File: src/rtl/gfx_cmd_dispatch.sv
// Graphics command-list dispatcher: parses header/argument words from a command
// stream and steers them to per-engine handshake channels.
module gfx_cmd_dispatch #(
  parameter int                     NUM_ENG  = 4,
  parameter int                     DATA_W   = 32,
  parameter int                     OP_LSB   = 24,
  parameter logic [7:0]             STOP_OP  = 8'h00,
  parameter logic [NUM_ENG*8-1:0]   ENG_OPS  = {8'h04, 8'h03, 8'h02, 8'h01},
  parameter logic [NUM_ENG*4-1:0]   ENG_ARGS = {4'd1, 4'd2, 4'd1, 4'd0}
) (
  input  logic               clk,
  input  logic               rst_n,
  input  logic               start,
  input  logic [31:0]        frame_in,
  input  logic               abort,
  input  logic               cmd_valid,
  output logic               cmd_ready,
  input  logic [DATA_W-1:0]  cmd_data,
  output logic [NUM_ENG-1:0] eng_valid,
  input  logic [NUM_ENG-1:0] eng_ready,
  output logic [DATA_W-1:0]  eng_data,
  output logic               eng_first,
  output logic               eng_last,
  output logic [31:0]        frame_out,
  output logic               busy,
  output logic               irq,
  output logic               err,
  output logic [7:0]         err_op,
  output logic [15:0]        cmd_count
);

  typedef enum logic [1:0] {IDLE, HEAD, ARGS} state_t;

  state_t      state_q, state_d;
  logic [31:0] frame_q, frame_d;
  logic        err_q, err_d;
  logic [7:0]  err_op_q, err_op_d;
  logic [15:0] cnt_q, cnt_d;
  logic [3:0]  rem_q, rem_d;
  logic [2:0]  sel_q, sel_d;

  logic [7:0]  op;
  logic        hit;
  logic [2:0]  hit_k;
  logic [3:0]  hit_args;
  logic        xfer;

  assign op = cmd_data[OP_LSB +: 8];

  // Scan from the top so the lowest matching channel is the one that sticks.
  always_comb begin
    hit      = 1'b0;
    hit_k    = 3'd0;
    hit_args = 4'd0;
    for (int k = NUM_ENG - 1; k >= 0; k--) begin
      if (op == ENG_OPS[8*k +: 8]) begin
        hit      = 1'b1;
        hit_k    = 3'(k);
        hit_args = ENG_ARGS[4*k +: 4];
      end
    end
  end

  always_comb begin
    state_d   = state_q;
    frame_d   = frame_q;
    err_d     = err_q;
    err_op_d  = err_op_q;
    cnt_d     = cnt_q;
    rem_d     = rem_q;
    sel_d     = sel_q;
    cmd_ready = 1'b0;
    eng_valid = '0;
    eng_first = 1'b0;
    eng_last  = 1'b0;
    irq       = 1'b0;
    xfer      = 1'b0;

    case (state_q)
      IDLE: begin
        if (start) begin
          state_d  = HEAD;
          frame_d  = frame_in;
          err_d    = 1'b0;
          err_op_d = 8'h00;
          cnt_d    = 16'h0000;
        end
      end
      HEAD: begin
        if (op == STOP_OP) begin
          cmd_ready = 1'b1;
          if (cmd_valid) begin
            irq     = 1'b1;
            state_d = IDLE;
          end
        end else if (hit) begin
          for (int k = 0; k < NUM_ENG; k++) begin
            if (hit_k == 3'(k)) begin
              eng_valid[k] = cmd_valid;
              cmd_ready    = eng_ready[k];
            end
          end
          eng_first = 1'b1;
          eng_last  = (hit_args == 4'd0);
          xfer      = cmd_valid & cmd_ready;
          if (xfer) begin
            cnt_d = cnt_q + 16'd1;
            if (hit_args != 4'd0) begin
              rem_d   = hit_args;
              sel_d   = hit_k;
              state_d = ARGS;
            end
          end
        end else begin
          cmd_ready = 1'b1;
          if (cmd_valid) begin
            err_d = 1'b1;
            if (!err_q) err_op_d = op;
          end
        end
      end
      ARGS: begin
        for (int k = 0; k < NUM_ENG; k++) begin
          if (sel_q == 3'(k)) begin
            eng_valid[k] = cmd_valid;
            cmd_ready    = eng_ready[k];
          end
        end
        eng_last = (rem_q == 4'd1);
        xfer     = cmd_valid & cmd_ready;
        if (xfer) begin
          rem_d = rem_q - 4'd1;
          if (rem_q == 4'd1) state_d = HEAD;
        end
      end
      default: state_d = IDLE;
    endcase

    // Abort and reset both suppress any handshake in this cycle.
    if (abort || !rst_n) begin
      cmd_ready = 1'b0;
      eng_valid = '0;
      eng_first = 1'b0;
      eng_last  = 1'b0;
      irq       = 1'b0;
    end
    if (abort) begin
      state_d  = IDLE;
      rem_d    = 4'd0;
      frame_d  = frame_q;
      err_d    = err_q;
      err_op_d = err_op_q;
      cnt_d    = cnt_q;
      sel_d    = sel_q;
    end
  end

  always_ff @(posedge clk) begin
    if (!rst_n) begin
      state_q  <= IDLE;
      frame_q  <= 32'h0;
      err_q    <= 1'b0;
      err_op_q <= 8'h00;
      cnt_q    <= 16'h0000;
      rem_q    <= 4'd0;
      sel_q    <= 3'd0;
    end else begin
      state_q  <= state_d;
      frame_q  <= frame_d;
      err_q    <= err_d;
      err_op_q <= err_op_d;
      cnt_q    <= cnt_d;
      rem_q    <= rem_d;
      sel_q    <= sel_d;
    end
  end

  assign eng_data  = cmd_data;
  assign frame_out = frame_q;
  assign busy      = (state_q != IDLE);
  assign err       = err_q;
  assign err_op    = err_op_q;
  assign cmd_count = cnt_q;

endmodule

File: config.mk
export PLATFORM = sky130hd
export DESIGN_NAME = gfx_cmd_dispatch
export DESIGN_NICKNAME = d
export VERILOG_FILES = /design/src/rtl/gfx_cmd_dispatch.sv
export SDC_FILE = /design/constraint.sdc
export NUM_CORES = 1
export LEC_CHECK = 0
export CAP_MARGIN = 25
export CORE_ASPECT_RATIO = 1.25
export CORE_MARGIN = 10
export CORE_UTILIZATION = 38
export DETAILED_ROUTE_END_ITERATION = 8
export GPL_ROUTABILITY_DRIVEN = 0
export PLACE_DENSITY_LB_ADDON = 0.25
export SKIP_CTS_REPAIR_TIMING = 1
export SYNTH_ARGS = -nofsm -noshare
export SYNTH_HDL_FRONTEND = slang
export SYNTH_SLANG_ARGS = --single-unit
File: constraint.sdc
create_clock -name clk -period 1.7 [get_ports clk]
set_input_delay 0.34 -clock clk [delete_from_list [all_inputs] [get_ports clk]]
set_output_delay 0.34 -clock clk [all_outputs]
set_load 0.01 [all_outputs]
==> results of run 1 <==
==> cell usage in the layout (no fill, tap or decap), types with 12 or more instances in the layout <==
master / n
nand2b_1: 12
nand2_1: 101
dlymetal6s2s_1: 13
a21oi_2: 13
mux2i_1: 21
dfxtp_1: 58
clkdlybuf4s50_1: 98
clkbuf_16: 13
buf_4: 70
or2_2: 14
a21boi_0: 21
a21boi_1: 19
buf_6: 12
==> per-stage QoR <==
step | setup TNS (ns) | std cells
floorplan | -0.2544 | 460
global placement | -35.11 | 717
detailed placement | -37.30 | 717
CTS | -24.06 | 733
global route | -13.35 | 754
finish | -6.452 | 754
==> kinds of logic after synthesis <==
kind of cell             count (synthesis)  share of synthesized area (%)
adder cells (fa/ha/maj)                  7                          2.374
AO/OA/AOI/OAI                           98                          18.48
AND/OR/NAND/NOR                        195                          26.38
XOR/XNOR                                 1                         0.2374
multiplexers                            24                          6.545
buffers and inverters                   70                          10.72
flip-flops                              65                          35.27
==> power groups by stage <==
stage	Sequential, mW	Combinational, mW	Clock [mW]
finish	1.59	0.775	1.98
global route	1.59	0.833	2.08
CTS	1.59	0.660	2.03
detailed placement	1.62	0.656	0
global placement	1.62	0.650	0
floorplan	1.64	0.319	0
==> tightest hold or removal path, stage by stage <==
cell and delay [ns]:
clkbuf_2 0.10, buf_4 0.13, nand2_1 0.05, a21boi_1 0.06
==> worst max path at each step <==
stage | from | to | slack (ns) | depth (start not counted)
floorplan | state_q[1] | eng_valid[0] | -0.12 | 6
global placement | cmd_data[29] | eng_valid[0] | -1.09 | 6
detailed placement | cmd_data[29] | eng_valid[0] | -1.12 | 6
CTS | cmd_data[29] | eng_valid[0] | -1.12 | 6
global route | state_q[1] | eng_last | -0.50 | 6
finish | state_q[1] | eng_last | -0.46 | 6
==> metal layers <==
layer | routed length [um] | vias to the layer above | GRT usage, %
li1 | - | 1867 | -
met1 | 4981 | 1827 | 17.61
met2 | 6133 | 123 | 25.92
met3 | 1191 | 32 | 8.633
met4 | 267 | 0 | 5.669
met5 | 0 | - | 0
==> cell type report <==
| type | instances | area (um2) | area share [%] |
|---|---|---|---|
| multi-input cells | 325 | 2354 | 37.79 |
| repair buffers | 211 | 2034 | 32.66 |
| flip-flops and latches | 65 | 1310 | 21.03 |
| clock buffers | 9 | 225.2 | 3.616 |
| well taps | 126 | 157.7 | 2.531 |
| clock inverters | 7 | 93.84 | 1.507 |
| inverters | 11 | 53.80 | 0.8638 |
==> registers in the layout, summed over array words and instances (netlist names) <==
signal and count:
frame_out 32, cmd_count 16, err_op 8, rem_q 4, sel_q 2, state_q 2, err 1
==> metrics.txt, run 1 <==
sw power approximately 1.1 mW; Worst Hold Depth 4; diode count 0; Residual DRC 0; HP Class input port to flip-flop; Starting DRT DRC Count ~110; CTS clock-pin slew for the worst setup and hold paths roughly 0.060 ns; Critical Path End Type output port; flop2flop setup slack -0.21 ns; pins over their slew limit 0; CTS tree done; Clock Sinks between 60 and 70; clock root cell clkbuf_16; area of the die roughly 0.014 mm2; vias per cell ~5; #FFs+latches synth 65; Worst path max stage delay 0.60 ns; failing checks setup timing; final number of setup-violating endpoints 52; Final WS setup -0.4617 ns; Worst Skew about 0.0073 ns; most numerous cell in the Yosys netlist nand2_1; routed wire length roughly 13,000 um; nets@finish between 700 and 800; # rows 40; RSZ-0062 raised after global routing true; starting density of the core 38.60%; Final Hold Vio Count 0; Hold Path End err_op[2]; WL/cell 16.67 um; post-route ant nets 0; cell-internal power ~3.3 mW; remaining global-route overflow 0; largest net degree at the start of global routing 35; top cell type's share of synthesized area 35.27%; pwr/cell area 697.5 mW/mm2; most common library cells after synthesis 102 x nand2_1, 65 x dfxtp_1, 34 x buf_4; Worst Hold Launch cmd_data[26]; main flop type after synthesis dfxtp_1; Num CTS Buffers 9; H-tree levels 3; Mapped Area approximately 0.0037 mm2; number of flops mapped to enable cells by yosys 0; Longest Clk Path Bufs 2; worst-path cell chain inv_2, ha_4, nand3_4, or4b_4, a21oi_4, buf_6; achievable clock frequency around 460 MHz; warnings from Yosys 0; first-pass GRT wire length 18,430 um; Max rail drop VDD around 630 uV; CP delay by family, top simple AND/OR/NAND/NOR gates; Sw Ratio approximately a quarter; Clk pwr share 45.6%; fill count roughly 770; vias in the first global route about 3,800; Die X approximately 110 um; DR pass1 iterations 4; DR vias a little under 4,000; GRT Util Overall around 16%; minimum clock period roughly 2.2 ns; WP data arrival about 1.8 ns; Synth async-reset ratio 0%; Design Power roughly 4.3 mW; register area share after synthesis a little over a third; Port Buffers approximately 120; FF-to-FF path depth 10; Clk Latency, worst-skew pair around 0.33 ns; final core utilization between 60% and 70%; total of max-cap violations 0; Req. time, crit path 1.36 ns; Area after DPL about 0.0053 mm2; largest cells by area after synthesis dfxtp_1 35%, nand2_1 10%, buf_4 6.9%, a21boi_0 6.7%, mux2i_1 6.2%; design area a little over 0.006 mm2; worst slew pin tran 0.4324 ns; Crit-path slowest cell or4b_4; hold_ws around 0.40 ns; Synth Instances 460; synth unique cells between 50 and 60; share of layout cells above drive strength 1 31.37%; total leakage power 2.391 nW; status complete, but fails checks; syn_area_per_cell around 8.0 um2; IO Pins between 150 and 200; CP max FO 2; pre-CTS setup slack -1.123 ns; Rel. slew slack between 70% and 80%; final period utilization 127.2%; Crit path buffers/inverters 2; largest area contributor in the netlist dfxtp_1; synthesis-to-layout area growth 68.80%; Reg-to-Reg Start state_q[1]; detailed placement HPWL about 8600 um; Die H about 130 um; crit path launch type flip-flop; Reg-to-Reg End rem_q[3]; sequential share of power between 30 and 40%; combinational power share roughly 18%; Core ar. around 0.0096 mm2; WS Path Type flip-flop to output port; Syn Nets 540; initial antenna violation count 0
(Power assumes the default switching activity.)
==> inputs of run 2 (changes only) <==
--- a/config.mk
+++ b/config.mk
@@ -9,6 +9,7 @@
 export CORE_ASPECT_RATIO = 1.25
 export CORE_MARGIN = 10
 export CORE_UTILIZATION = 38
+export CTS_BUF_LIST = sky130_fd_sc_hd__clkbuf_4 sky130_fd_sc_hd__clkbuf_8 sky130_fd_sc_hd__clkbuf_16
 export DETAILED_ROUTE_END_ITERATION = 8
 export GPL_ROUTABILITY_DRIVEN = 0
 export PLACE_DENSITY_LB_ADDON = 0.25
==> results of run 2 <==
Same layout as run 1: the final DEF is identical, and so are final timing and power.
==> inputs of run 3 (changes only) <==
--- a/config.mk
+++ b/config.mk
@@ -12,7 +12,7 @@
 export CTS_BUF_LIST = sky130_fd_sc_hd__clkbuf_4 sky130_fd_sc_hd__clkbuf_8 sky130_fd_sc_hd__clkbuf_16
 export DETAILED_ROUTE_END_ITERATION = 8
 export GPL_ROUTABILITY_DRIVEN = 0
-export PLACE_DENSITY_LB_ADDON = 0.25
+export PLACE_DENSITY = 0.78
 export SKIP_CTS_REPAIR_TIMING = 1
 export SYNTH_ARGS = -nofsm -noshare
 export SYNTH_HDL_FRONTEND = slang
==> metrics.txt, run 3 (same netlist as run 1, synthesis figures left out) <==
synthesis-to-layout area growth 62.77%; total leakage power about 2.3 nW; Residual DRC 0; final number of setup-violating endpoints 64; Final WS setup -0.4265 ns; setup_tns -10.11 ns; DR vias ~3,800; Final Hold Vio Count 0; Die H between 100 and 150 um; H-tree levels 3; detailed placement HPWL roughly 9000 um; CTS clock-pin slew for the worst setup and hold paths around 0.050 ns; share of layout cells above drive strength 1 between 20% and 30%; RSZ-0062 raised after global routing true; Clock Sinks 65; commonest non-fill, non-tap cell in the layout nand2_1; Num CTS Buffers 9; minimum clock period between 2 and 2.5 ns; vias in the first global route 3,882; Die X approximately 110 um; most frequent cells in the layout 101 x nand2_1, 97 x clkdlybuf4s50_1, 62 x buf_4, 59 x dfxtp_1, 26 x a21boi_0; Critical Path End Type output port; first-pass GRT wire length 18,850 um; Worst Skew slightly above 0.008 ns; routed wire length between 10,000 and 15,000 um; Port Buffers 122; clock root cell clkbuf_16; total of max-cap violations 0; Rel. slew slack between 70 and 80%; Req. time, crit path between 1 and 1.5 ns; remaining global-route overflow 0; Area after DPL 0.005316 mm2; failing checks setup timing; # rows 40; GRT Util Overall 16.61%; Core ar. approximately 0.0096 mm2; pins over their slew limit 0; final core utilization between 60% and 70%; Longest Clk Path Bufs 2; achievable clock frequency between 400 and 500 MHz; WP data arrival roughly 1.8 ns; vias per cell just over 5; final period utilization 125.1%; crit path launch type flip-flop; pwr/cell area between 700 and 800 mW/mm2; starting density of the core between 30% and 40%; area of the die ~0.014 mm2; WS Path Type flip-flop to output port; initial antenna violation count 0; Max rail drop VDD 699.5 uV; diode count 0; largest net degree at the start of global routing 49; post-route ant nets 0; Clk Latency, worst-skew pair 0.33 ns; status complete, but fails checks; WL/cell between 15 and 20 um; worst slew pin tran 0.4195 ns; DR pass1 iterations 5; CTS tree done; design area around 0.0060 mm2; Starting DRT DRC Count about 150; CP max FO 2; IO Pins around 170; HP Class input port to flip-flop; max FFs per register 32; nets@finish 687
-- run 3: cell count changes in the layout (fill, tap and decap cells not counted), moves of 3 or more --
cell and delta:
a21boi_0 +5, a21boi_1 -3, buf_2 -3, buf_4 -8, a21oi_1 +6, buf_6 -6
a21oi_2 -5
-- run 3: routing by layer --
layer | vias up | routed length [um] | GRT usage, %
li1 | 1836 | - | -
met1 | 1787 | 4734 | 16.53
met2 | 120 | 6720 | 29.55
met3 | 23 | 922 | 6.117
met4 | 0 | 286 | 8.425
met5 | - | 0 | 0
-- run 3: final timing paths --
path                                     from             to  slack (ns)  depth (start not counted)
worst min-delay path             cmd_data[29]      err_op[5]        0.41                          3
worst max-delay path               state_q[1]       eng_last       -0.43                          6
worst max register to register     state_q[1]  cmd_count[13]       -0.36                          9
worst min register to register  frame_out[19]  frame_out[19]        0.45                          2
-- run 3: cell type report --
cell class              count  area [um2]
fillers                   775        3553
multi-input cells         325        2275
flip-flops and latches     65        1311
clock buffers              11       240.2
clock inverters             5       103.9
repair buffers            195        1864
inverters                  11       53.80
well taps                 126       157.7
-- run 3: stage by stage --
step	instances	setup slack, ns	hold slack, ns	total power, mW
after CTS	729	-1.145	0.4639	4.399
after floorplan	460	-0.1212	0.4583	1.956
after global placement	713	-1.136	0.4491	2.257
final	738	-0.4265	0.4136	4.430
after detailed placement	713	-1.141	0.4580	2.271
after global routing	738	-0.4665	0.4073	4.584
-- run 3: report_power, final --
group | internal [mW] | leakage [nW] | total, mW | switching, mW
clock | 1.46 | 0.171 | 2.12 | 0.657
sequential | 1.57 | 0.531 | 1.59 | 0.0236
combinational | 0.398 | 1.64 | 0.721 | 0.323
total | 3.43 | 2.34 | 4.43 | 1.00
-- run 3: critical path, stage by stage, from the launching register on --
cell	delay (ns)
dfxtp_2	0.32
inv_2	0.07
ha_4	0.16
nand3_4	0.06
or4b_4	0.57
a21oi_4	0.16
buf_6	0.12
